**src/rtl/fixed_clock_reset_sequencer.sv**
```systemverilog
// fixed_clock_reset_sequencer
//
// Purpose: takes one clock and one synchronous active-high reset and produces
// N_OUT clock/reset pairs. The clock outputs are plain copies of the input
// clock. The reset outputs are released one after another: channel i leaves
// reset HOLD_CYCLES + i*STAGGER_CYCLES edges after the input reset is
// deasserted. A channel that has been released can be put back into reset by
// software. It stays in reset while its request is high, and for HOLD_CYCLES
// edges after the request drops. A one-cycle ack marks the moment it comes
// back out of reset.
//
// Ports:
//   auto_in_clock   in   1      sole clock (rising edge)
//   auto_in_reset   in   1      synchronous active-high reset
//   auto_out_clock  out  N_OUT  copies of auto_in_clock, no logic in the path
//   auto_out_reset  out  N_OUT  registered per-channel reset, active-high
//   sw_reset_req    in   N_OUT  level-sensitive software reset request
//   sw_reset_ack    out  N_OUT  one-cycle pulse when a software reset finishes
//   all_released    out  1      registered, high when every channel is out of reset
//   seq_state       out  2      0=RESET 1=HOLD 2=RELEASE 3=RUN
module fixed_clock_reset_sequencer #(
  parameter int N_OUT          = 4,
  parameter int HOLD_CYCLES    = 16,
  parameter int STAGGER_CYCLES = 4
) (
  input  logic             auto_in_clock,
  input  logic             auto_in_reset,
  output logic [N_OUT-1:0] auto_out_clock,
  output logic [N_OUT-1:0] auto_out_reset,
  input  logic [N_OUT-1:0] sw_reset_req,
  output logic [N_OUT-1:0] sw_reset_ack,
  output logic             all_released,
  output logic [1:0]       seq_state
);

  // Edge on which the last channel is released; the sequence counter never
  // needs to count beyond this value.
  localparam int LAST_EDGE = HOLD_CYCLES + (N_OUT - 1) * STAGGER_CYCLES;
  localparam int CW        = $clog2(LAST_EDGE + 1);
  localparam int SW        = $clog2(HOLD_CYCLES + 1);

  localparam logic [CW-1:0] CNT_LAST = CW'(LAST_EDGE);
  localparam logic [CW-1:0] CNT_HOLD = CW'(HOLD_CYCLES);

  typedef enum logic [1:0] {
    ST_RESET   = 2'd0,
    ST_HOLD    = 2'd1,
    ST_RELEASE = 2'd2,
    ST_RUN     = 2'd3
  } state_t;

  state_t           state_reg, state_next;
  logic [CW-1:0]    cnt_reg, cnt_next;
  logic [N_OUT-1:0] rst_next_vec;
  logic             all_released_reg;

  // The clock outputs are straight wires.
  assign auto_out_clock = {N_OUT{auto_in_clock}};

  // State register, sequence counter and all_released flag.
  always_ff @(posedge auto_in_clock) begin
    if (auto_in_reset) begin
      state_reg        <= ST_RESET;
      cnt_reg          <= '0;
      all_released_reg <= 1'b0;
    end else begin
      state_reg        <= state_next;
      cnt_reg          <= cnt_next;
      // all_released is computed from next-cycle reset values, so it rises
      // on the same edge as the final channel release.
      all_released_reg <= (rst_next_vec == '0);
    end
  end

  // Next-state logic. While the sequence runs, cnt_reg holds the number of
  // the edge that is about to happen. Edge 0 loads it with 1. The counter
  // stops at LAST_EDGE and does not wrap.
  always_comb begin
    state_next = state_reg;
    cnt_next   = cnt_reg;
    unique case (state_reg)
      ST_RESET: begin
        state_next = ST_HOLD;
        cnt_next   = CW'(1);
      end
      ST_HOLD: begin
        cnt_next = (cnt_reg == CNT_LAST) ? cnt_reg : cnt_reg + CW'(1);
        if (cnt_reg == CNT_HOLD) begin
          // With no stagger, or a single channel, the first release is also
          // the last, so RELEASE is skipped.
          state_next = (CNT_HOLD == CNT_LAST) ? ST_RUN : ST_RELEASE;
        end
      end
      ST_RELEASE: begin
        cnt_next = (cnt_reg == CNT_LAST) ? cnt_reg : cnt_reg + CW'(1);
        if (cnt_reg == CNT_LAST) begin
          state_next = ST_RUN;
        end
      end
      ST_RUN: begin
        state_next = ST_RUN;
      end
    endcase
  end

  // Output logic.
  always_comb begin
    seq_state    = state_reg;
    all_released = all_released_reg;
  end

  // Per-channel reset logic.
  genvar gi;
  for (gi = 0; gi < N_OUT; gi = gi + 1) begin : g_ch
    localparam logic [CW-1:0] THR = CW'(HOLD_CYCLES + gi * STAGGER_CYCLES);

    logic          released_reg, released_next;
    logic          rst_reg, rst_next;
    logic          ack_reg, ack_next;
    logic [SW-1:0] swcnt_reg, swcnt_next;

    // swcnt_reg is non-zero only while a software reset is counting down.
    always_comb begin
      released_next = released_reg;
      rst_next      = rst_reg;
      ack_next      = 1'b0;
      swcnt_next    = swcnt_reg;
      if (!released_reg) begin
        // Software requests are ignored until the initial release is done.
        if ((state_reg != ST_RESET) && (cnt_reg >= THR)) begin
          released_next = 1'b1;
          rst_next      = 1'b0;
        end
      end else if (sw_reset_req[gi]) begin
        rst_next   = 1'b1;
        swcnt_next = SW'(HOLD_CYCLES);
      end else if (swcnt_reg != '0) begin
        swcnt_next = swcnt_reg - SW'(1);
        if (swcnt_reg == SW'(1)) begin
          rst_next = 1'b0;
          ack_next = 1'b1;
        end
      end
    end

    always_ff @(posedge auto_in_clock) begin
      if (auto_in_reset) begin
        released_reg <= 1'b0;
        rst_reg      <= 1'b1;
        ack_reg      <= 1'b0;
        swcnt_reg    <= '0;
      end else begin
        released_reg <= released_next;
        rst_reg      <= rst_next;
        ack_reg      <= ack_next;
        swcnt_reg    <= swcnt_next;
      end
    end

    assign rst_next_vec[gi]   = rst_next;
    assign auto_out_reset[gi] = rst_reg;
    assign sw_reset_ack[gi]   = ack_reg;
  end

endmodule

```
**config.mk**
```make
export PLATFORM = sky130hd
export DESIGN_NAME = fixed_clock_reset_sequencer
export DESIGN_NICKNAME = d
export VERILOG_FILES = /design/src/rtl/fixed_clock_reset_sequencer.sv
export SDC_FILE = /design/constraint.sdc
export NUM_CORES = 1
export LEC_CHECK = 0
export ABC_AREA = 1
export ABC_CLOCK_PERIOD_IN_PS = 1900
export CAP_MARGIN = 30
export CORE_AREA = 2 2 67 69
export CTS_CLUSTER_DIAMETER = 150
export DETAILED_ROUTE_END_ITERATION = 6
export DIE_AREA = 0 0 69 71
export PLACE_DENSITY = 0.77
export REMOVE_ABC_BUFFERS = 1
export SKIP_LAST_GASP = 1
export SYNTH_ARGS = -nofsm -noshare
export SYNTH_HDL_FRONTEND = slang
export SYNTH_SLANG_ARGS = --single-unit
```
**constraint.sdc**
```tcl
create_clock -name auto_in_clock -period 1.9 [get_ports auto_in_clock]
set_input_delay 0.38 -clock auto_in_clock [delete_from_list [all_inputs] [get_ports auto_in_clock]]
set_output_delay 0.38 -clock auto_in_clock [all_outputs]
set_load 0.03 [all_outputs]
```
==> results of run 1 <==
cells in the mapped netlist:
master	number
clkinv_2	2
buf_4	14
dfxtp_1	40
nor2_4	1
o21ai_1	2
inv_2	3
xor2_1	3
and3_1	1
a21oi_2	6
nor4_1	2
nor2_1	25
o21ai_0	9
nand2_1	64
or2_1	1
a21oi_1	18
nor3_1	4
ha_1	15
nand3b_1	1
nand3_2	1
buf_2	1
clkinv_4	1
nand3b_2	2
nand2_2	7
clkbuf_1	1
nand3_1	30
nand4_1	5
o21a_1	1
inv_1	37
nand2_4	2
nor2_2	4
logic make-up after synthesis:
logic type               share of synthesized area [%]
XOR/XNOR                                         1.191
buffers and inverters                            12.82
AO/OA/AOI/OAI                                    9.302
flip-flops                                       36.30
adder cells (fa/ha/maj)                          8.508
AND/OR/NAND/NOR                                  31.88
metal layers:
metal  wire length [um]  global-route usage, %  up-vias
met5                  0                      0        -
met4                 80                  11.33        0
met3                172                  4.274       11
met2               1945                  29.59       38
met1               1882                  21.20      818
li1                   -                      -      987
power by group:
part	internal, W	leakage, nW	switching (W)
clock network	0.000547	0.0878	0.000568
logic	0.000158	0.641	0.000298
registers	0.000879	0.323	0.0000578
worst min-delay path by stage:
stage,start,to,slack (ns),cells past startpoint
after global placement,g_ch[1].rst_reg,g_ch[1].rst_reg,0.46,2
after global routing,g_ch[2].swcnt_reg[4],g_ch[2].swcnt_reg[4],0.50,2
after detailed placement,g_ch[1].rst_reg,g_ch[1].rst_reg,0.46,2
after CTS,g_ch[1].rst_reg,g_ch[1].rst_reg,0.48,2
after floorplan,auto_in_clock,auto_out_clock[0],0.38,0
final,g_ch[1].rst_reg,g_ch[1].rst_reg,0.47,2
metrics by stage:
stage / cell area [um^2] / hold WS, ns / setup slack, ns / cells / util (%)
after floorplan: 2092 / 0.3800 / 0.3091 / 287 / -
final: 2509 / 0.4709 / 0.05698 / 371 / 59.67
after global routing: 2509 / 0.5042 / 0.01290 / 371 / 59.67
after detailed placement: 2365 / 0.4563 / 0.005837 / 360 / 56.25
after CTS: 2506 / 0.4771 / 0.003490 / 371 / 59.61
after global placement: 2365 / 0.4581 / 0.005837 / 360 / 56.25
cell type report:
cell class	instances	area [um^2]	share of cell area, %
inverters	43	168.9	6.733
clock inverters	2	12.51	0.4988
clock buffers	13	168.9	6.733
well taps	52	65.06	2.594
multi-input cells	204	1122	44.74
flip-flops and latches	40	800.8	31.92
repair buffers	17	170.2	6.783
repair_timing:
item / CTS / global route
endpoints found under the setup margin: 4 / 1
gates resized for setup: 12 / 1
pin swaps: 0 / 0
setup buffers: 0 / 0
==> results_dict.tcl, run 1 <==
set metrics [dict create \
    avgViaCountPerCell 4.997 \
    max-vdd-ir-drop_v 0.0008445 \
    fmax_mhz 542.6 \
    diodes 0 \
    clock_skew_ns 0.008301 \
    finalCriticalPeriod_ns 1.843 \
    drive_above_1_share_pct 14.11 \
    cp_num_buf_inv 1 \
    regToRegEndpoint "cnt_reg[0]" \
    path_delay_family "buffers and inverters" \
    routedWlPerCell_um 11.00 \
    worstHoldPathType "reg -> reg" \
    slowest_stage "clkdlybuf4s50_1" \
    ys_ff_latch 40 \
    timing.rr.start "seq_state[0]" \
    worstPathMaxFanout 4 \
    reg2reg_depth 7 \
    cap_viol_max_count 0 \
    fin_tns_setup_ns 0 \
    largest_reg_flops 20 \
    drt-initial-drc-count 118 \
    critical_path.endpoint "seq_state[1]" \
    gr-total-overflow 0 \
    max_slew_margin_pct 70.28 \
    first_pass_iters 4 \
    synth_top_cells_by_area "dfxtp_1 36%, nand2_1 11%, ha_1 8.5%" \
    yosysTopAreaCellShare_pct 36.30 \
    hold_buffers 0 \
    path_class "reg -> out" \
    power_density_mw_per_mm2 999.4 \
    dieHeight_um 71 \
    place.gp.congestion 0.8297 \
    yosys.area.top_type "dfxtp_1" \
    fin_crit_sh_pct 97.00 \
    io_pins 21 \
    first_global_vias 1705 \
    critPathLaunch "seq_state[1]" \
    crit_chain "clkdlybuf4s50_1" \
    clk_latency_ns 0.40 \
    grtUsageTotal_pct 18.00 \
    end_kind "output port" \
    fillers 392 \
    drv_slew 0 \
    io_buffers 20 \
    dp_hpwl_um 2886 \
    hold_viol_final 0 \
    status "completed" \
    final_common_cell "nand2_1" \
    p_total_w 0.002507 \
    synth.avg_cell_area_um2 7.280 \
    clkTransAtPathRegs_ns 0.08 \
    core_mm2 0.004204 \
    area_growth_pct 13.73 \
    yosysWarnings 0 \
    layout.nets 340 \
    cp_num_cells 1 \
    worstMarginPinSlew_ns 0.4453 \
    synth_cell_type_count 30 \
    antenna_found_initial 0 \
    cp.required_ns 1.52 \
    rsz0062_at_grt "no" \
    dieArea_mm2 0.004899 \
    synth_cells 303 \
    ys_seq_area_share_pct 36.30 \
    rows 24 \
    worstPathArrival_ns 1.46 \
    p_leak_nw 1.053 \
    r2r_slack_ns 0.40 \
    grt_pass1_wl_um 7079 \
    antenna_left 0 \
    cts_tree "done" \
    routed_wirelength_um 4080 \
    die_w_um 69 \
    start_util_pct 52.47 \
    start_kind "register" \
    synth_area_mm2 0.002206 \
    setup_viol 0 \
    final_cell_mix "64 x nand2_1, 40 x dfxtp_1, 37 x inv_1, 30 x nand3_1, 25 x nor2_1" \
    critPathMaxStageDelay_ns 0.69 \
    vias 1854 \
    grt_max_degree 24 \
    drc 0 \
]
Note: power is estimated with default switching activity, not from simulation.
==> run 2, diff against run 1 <==
--- a/config.mk
+++ b/config.mk
@@ -10,6 +10,7 @@
 export CAP_MARGIN = 30
 export CORE_AREA = 2 2 67 69
 export CTS_CLUSTER_DIAMETER = 150
+export CTS_CLUSTER_SIZE = 10
 export DETAILED_ROUTE_END_ITERATION = 6
 export DIE_AREA = 0 0 69 71
 export PLACE_DENSITY = 0.77
==> results of run 2 <==
Final layout, timing and power as in run 1 (identical DEF).
==> run 3, diff against run 2 <==
--- a/config.mk
+++ b/config.mk
@@ -13,6 +13,7 @@
 export CTS_CLUSTER_SIZE = 10
 export DETAILED_ROUTE_END_ITERATION = 6
 export DIE_AREA = 0 0 69 71
+export MAX_ROUTING_LAYER = met4
 export PLACE_DENSITY = 0.77
 export REMOVE_ABC_BUFFERS = 1
 export SKIP_LAST_GASP = 1
==> run 3 against run 2 <==
Total power barely moved. Clock skew barely moved. Routed wire length rose by 0.74%. Critical path depth did not move. Critical path type unchanged. Via count rose by 0.54%. Largest power group unchanged. Worst hold slack barely moved. Combinational power barely moved. Non-clock buffer count did not move. Sequential power barely moved. Critical endpoint unchanged. Maximum frequency barely moved. Utilization did not move.
==> results_dict.tcl, run 3 (synthesis gave the netlist of run 1 again) <==
set metrics [dict create \
    worstPathArrival_ns 1.46 \
    cp_num_cells 1 \
    drive_above_1_share_pct 14.11 \
    routedWlPerCell_um 11.08 \
    drv_slew 0 \
    fillers 392 \
    dieArea_mm2 0.004899 \
    rsz0062_at_grt "no" \
    place.gp.congestion 0.8424 \
    max_slew_margin_pct 68.64 \
    die_w_um 69 \
    p_seq_share_pct 37.3 \
    hold_viol_final 0 \
    clock_skew_ns 0.008292 \
    max-vdd-ir-drop_v 0.0008446 \
    finalCriticalPeriod_ns 1.843 \
    clkTransAtPathRegs_ns 0.08 \
    layout.nets 340 \
    cp.required_ns 1.52 \
    crit_chain "clkdlybuf4s50_1" \
    routed-wl-met3_um 160 \
    swShare_pct 36.83 \
    dp_cells 360 \
    reg2reg_depth 7 \
    p_leak_nw 1.053 \
    routed.top_layer "met4" \
    status "completed" \
    core_mm2 0.004204 \
    fin_crit_sh_pct 97.00 \
    rows 24 \
    slowest_stage "clkdlybuf4s50_1" \
    end_kind "output port" \
    path_class "reg -> out" \
    final_core_util_pct 59.67 \
    antenna_left 0 \
    critPathLaunch "seq_state[1]" \
    critPathMaxStageDelay_ns 0.69 \
    grtUsageTotal_pct 18.55 \
    timing.rr.start "seq_state[0]" \
    avgViaCountPerCell 5.024 \
    r2r_slack_ns 0.39 \
    final_cell_mix "64 x nand2_1, 40 x dfxtp_1, 37 x inv_1, 30 x nand3_1, 25 x nor2_1" \
    drt-initial-drc-count 118 \
    multi_input_area_mm2 0.001122 \
    io_buffers 20 \
    dieHeight_um 71 \
    register_area_um2 800.8 \
    internal_power_w 0.001584 \
    start_util_pct 52.47 \
    final_common_cell "nand2_1" \
    clk_latency_ns 0.40 \
    drc 0 \
    start_kind "register" \
    p_clk_share_pct 44.5 \
    io_pins 21 \
    diodes 0 \
    power_density_mw_per_mm2 999.4 \
    fin_tns_setup_ns 0 \
    combinationalPowerShare_pct 18.2 \
    grt_max_degree 24 \
    cap_viol_max_count 0 \
    dp_hpwl_um 2886 \
    switching_power_w 0.0009233 \
    grt_pass1_wl_um 7079 \
    worstPathMaxFanout 4 \
    first_global_vias 1705 \
    worstMarginPinSlew_ns 0.4699 \
    cts_tree "done" \
    gr-total-overflow 0 \
    fin_cells 371 \
    antenna_found_initial 0 \
    area_growth_pct 13.73 \
    critical_path.endpoint "seq_state[1]" \
    path_delay_family "buffers and inverters" \
    hold_buffers 0 \
    regToRegEndpoint "cnt_reg[3]" \
    first_pass_iters 4 \
    vias 1864 \
    worstHoldPathType "reg -> reg" \
    met1Wirelength_um 1913 \
    routed_wirelength_um 4110 \
    largest_reg_flops 20 \
    dr_wl_met2_um 1956 \
    fmax_mhz 542.6 \
    cp_num_buf_inv 1 \
    setup_viol 0 \
]
==> run 3: cell counts in the layout (fill, tap and decap cells not counted) <==
No cell type changed its count.
==> run 3: worst min-delay path by stage <==
stage / to / cells after the start / start
4_1_cts: g_ch[1].rst_reg / 2 / g_ch[1].rst_reg
5_1_grt: g_ch[2].swcnt_reg[4] / 2 / g_ch[2].swcnt_reg[4]
6_report: g_ch[1].rst_reg / 2 / g_ch[1].rst_reg
3_3_place_gp: g_ch[1].rst_reg / 2 / g_ch[1].rst_reg
2_1_floorplan: auto_out_clock[0] / 0 / auto_in_clock
3_5_place_dp: g_ch[1].rst_reg / 2 / g_ch[1].rst_reg
==> run 3: layer usage <==
metal | vias to the layer above | global-route usage [%]
met1 | 825 | 21.20
met3 | 11 | 4.274
met5 | - | -
met2 | 39 | 29.59
met4 | 0 | 11.33
li1 | 989 | -
==> run 3: cell type report <==
type | count | area share (%)
multi-input cells | 204 | 44.74
flip-flops and latches | 40 | 31.92
repair buffers | 17 | 6.783
clock buffers | 13 | 6.733
inverters | 43 | 6.733
well taps | 52 | 2.594
clock inverters | 2 | 0.4988
==> run 3: worst register-to-register path, cell delays in order, from the launching register on <==
cell,delay (ns)
dfxtp_1,0.40
inv_1,0.10
ha_1,0.37
inv_1,0.14
nand2_1,0.14
nand2_2,0.12
nand2_1,0.07
a21oi_1,0.11
==> run 3: timing repair <==
action	in CTS	in global routing
endpoints found under the hold margin	0	0
resized for setup	12	1
buffers inserted	0	0
cloned	0	0
setup endpoints to repair	4	1
pin swaps	0	0
==> run 3: power by group through the flow <==
stage / clock, W / sequential [W] / combinational [W]
floorplan: 0 / 0.000978 / 0.000300
global placement: 0.000351 / 0.000955 / 0.000449
detailed placement: 0.000351 / 0.000956 / 0.000454
CTS: 0.00114 / 0.000936 / 0.000457
global route: 0.00119 / 0.000945 / 0.000516
finish: 0.00111 / 0.000936 / 0.000456
==> run 3: metrics by stage <==
step	hold WS (ns)	setup WS, ns	cell area, um^2	power [W]
3_3_place_gp	0.4581	0.005837	2365	0.001755
3_5_place_dp	0.4563	0.005837	2365	0.001760
5_1_grt	0.5042	0.01290	2509	0.002651
6_report	0.4709	0.05706	2509	0.002507
2_1_floorplan	0.3800	0.3091	2092	0.001279
4_1_cts	0.4771	0.003490	2506	0.002535
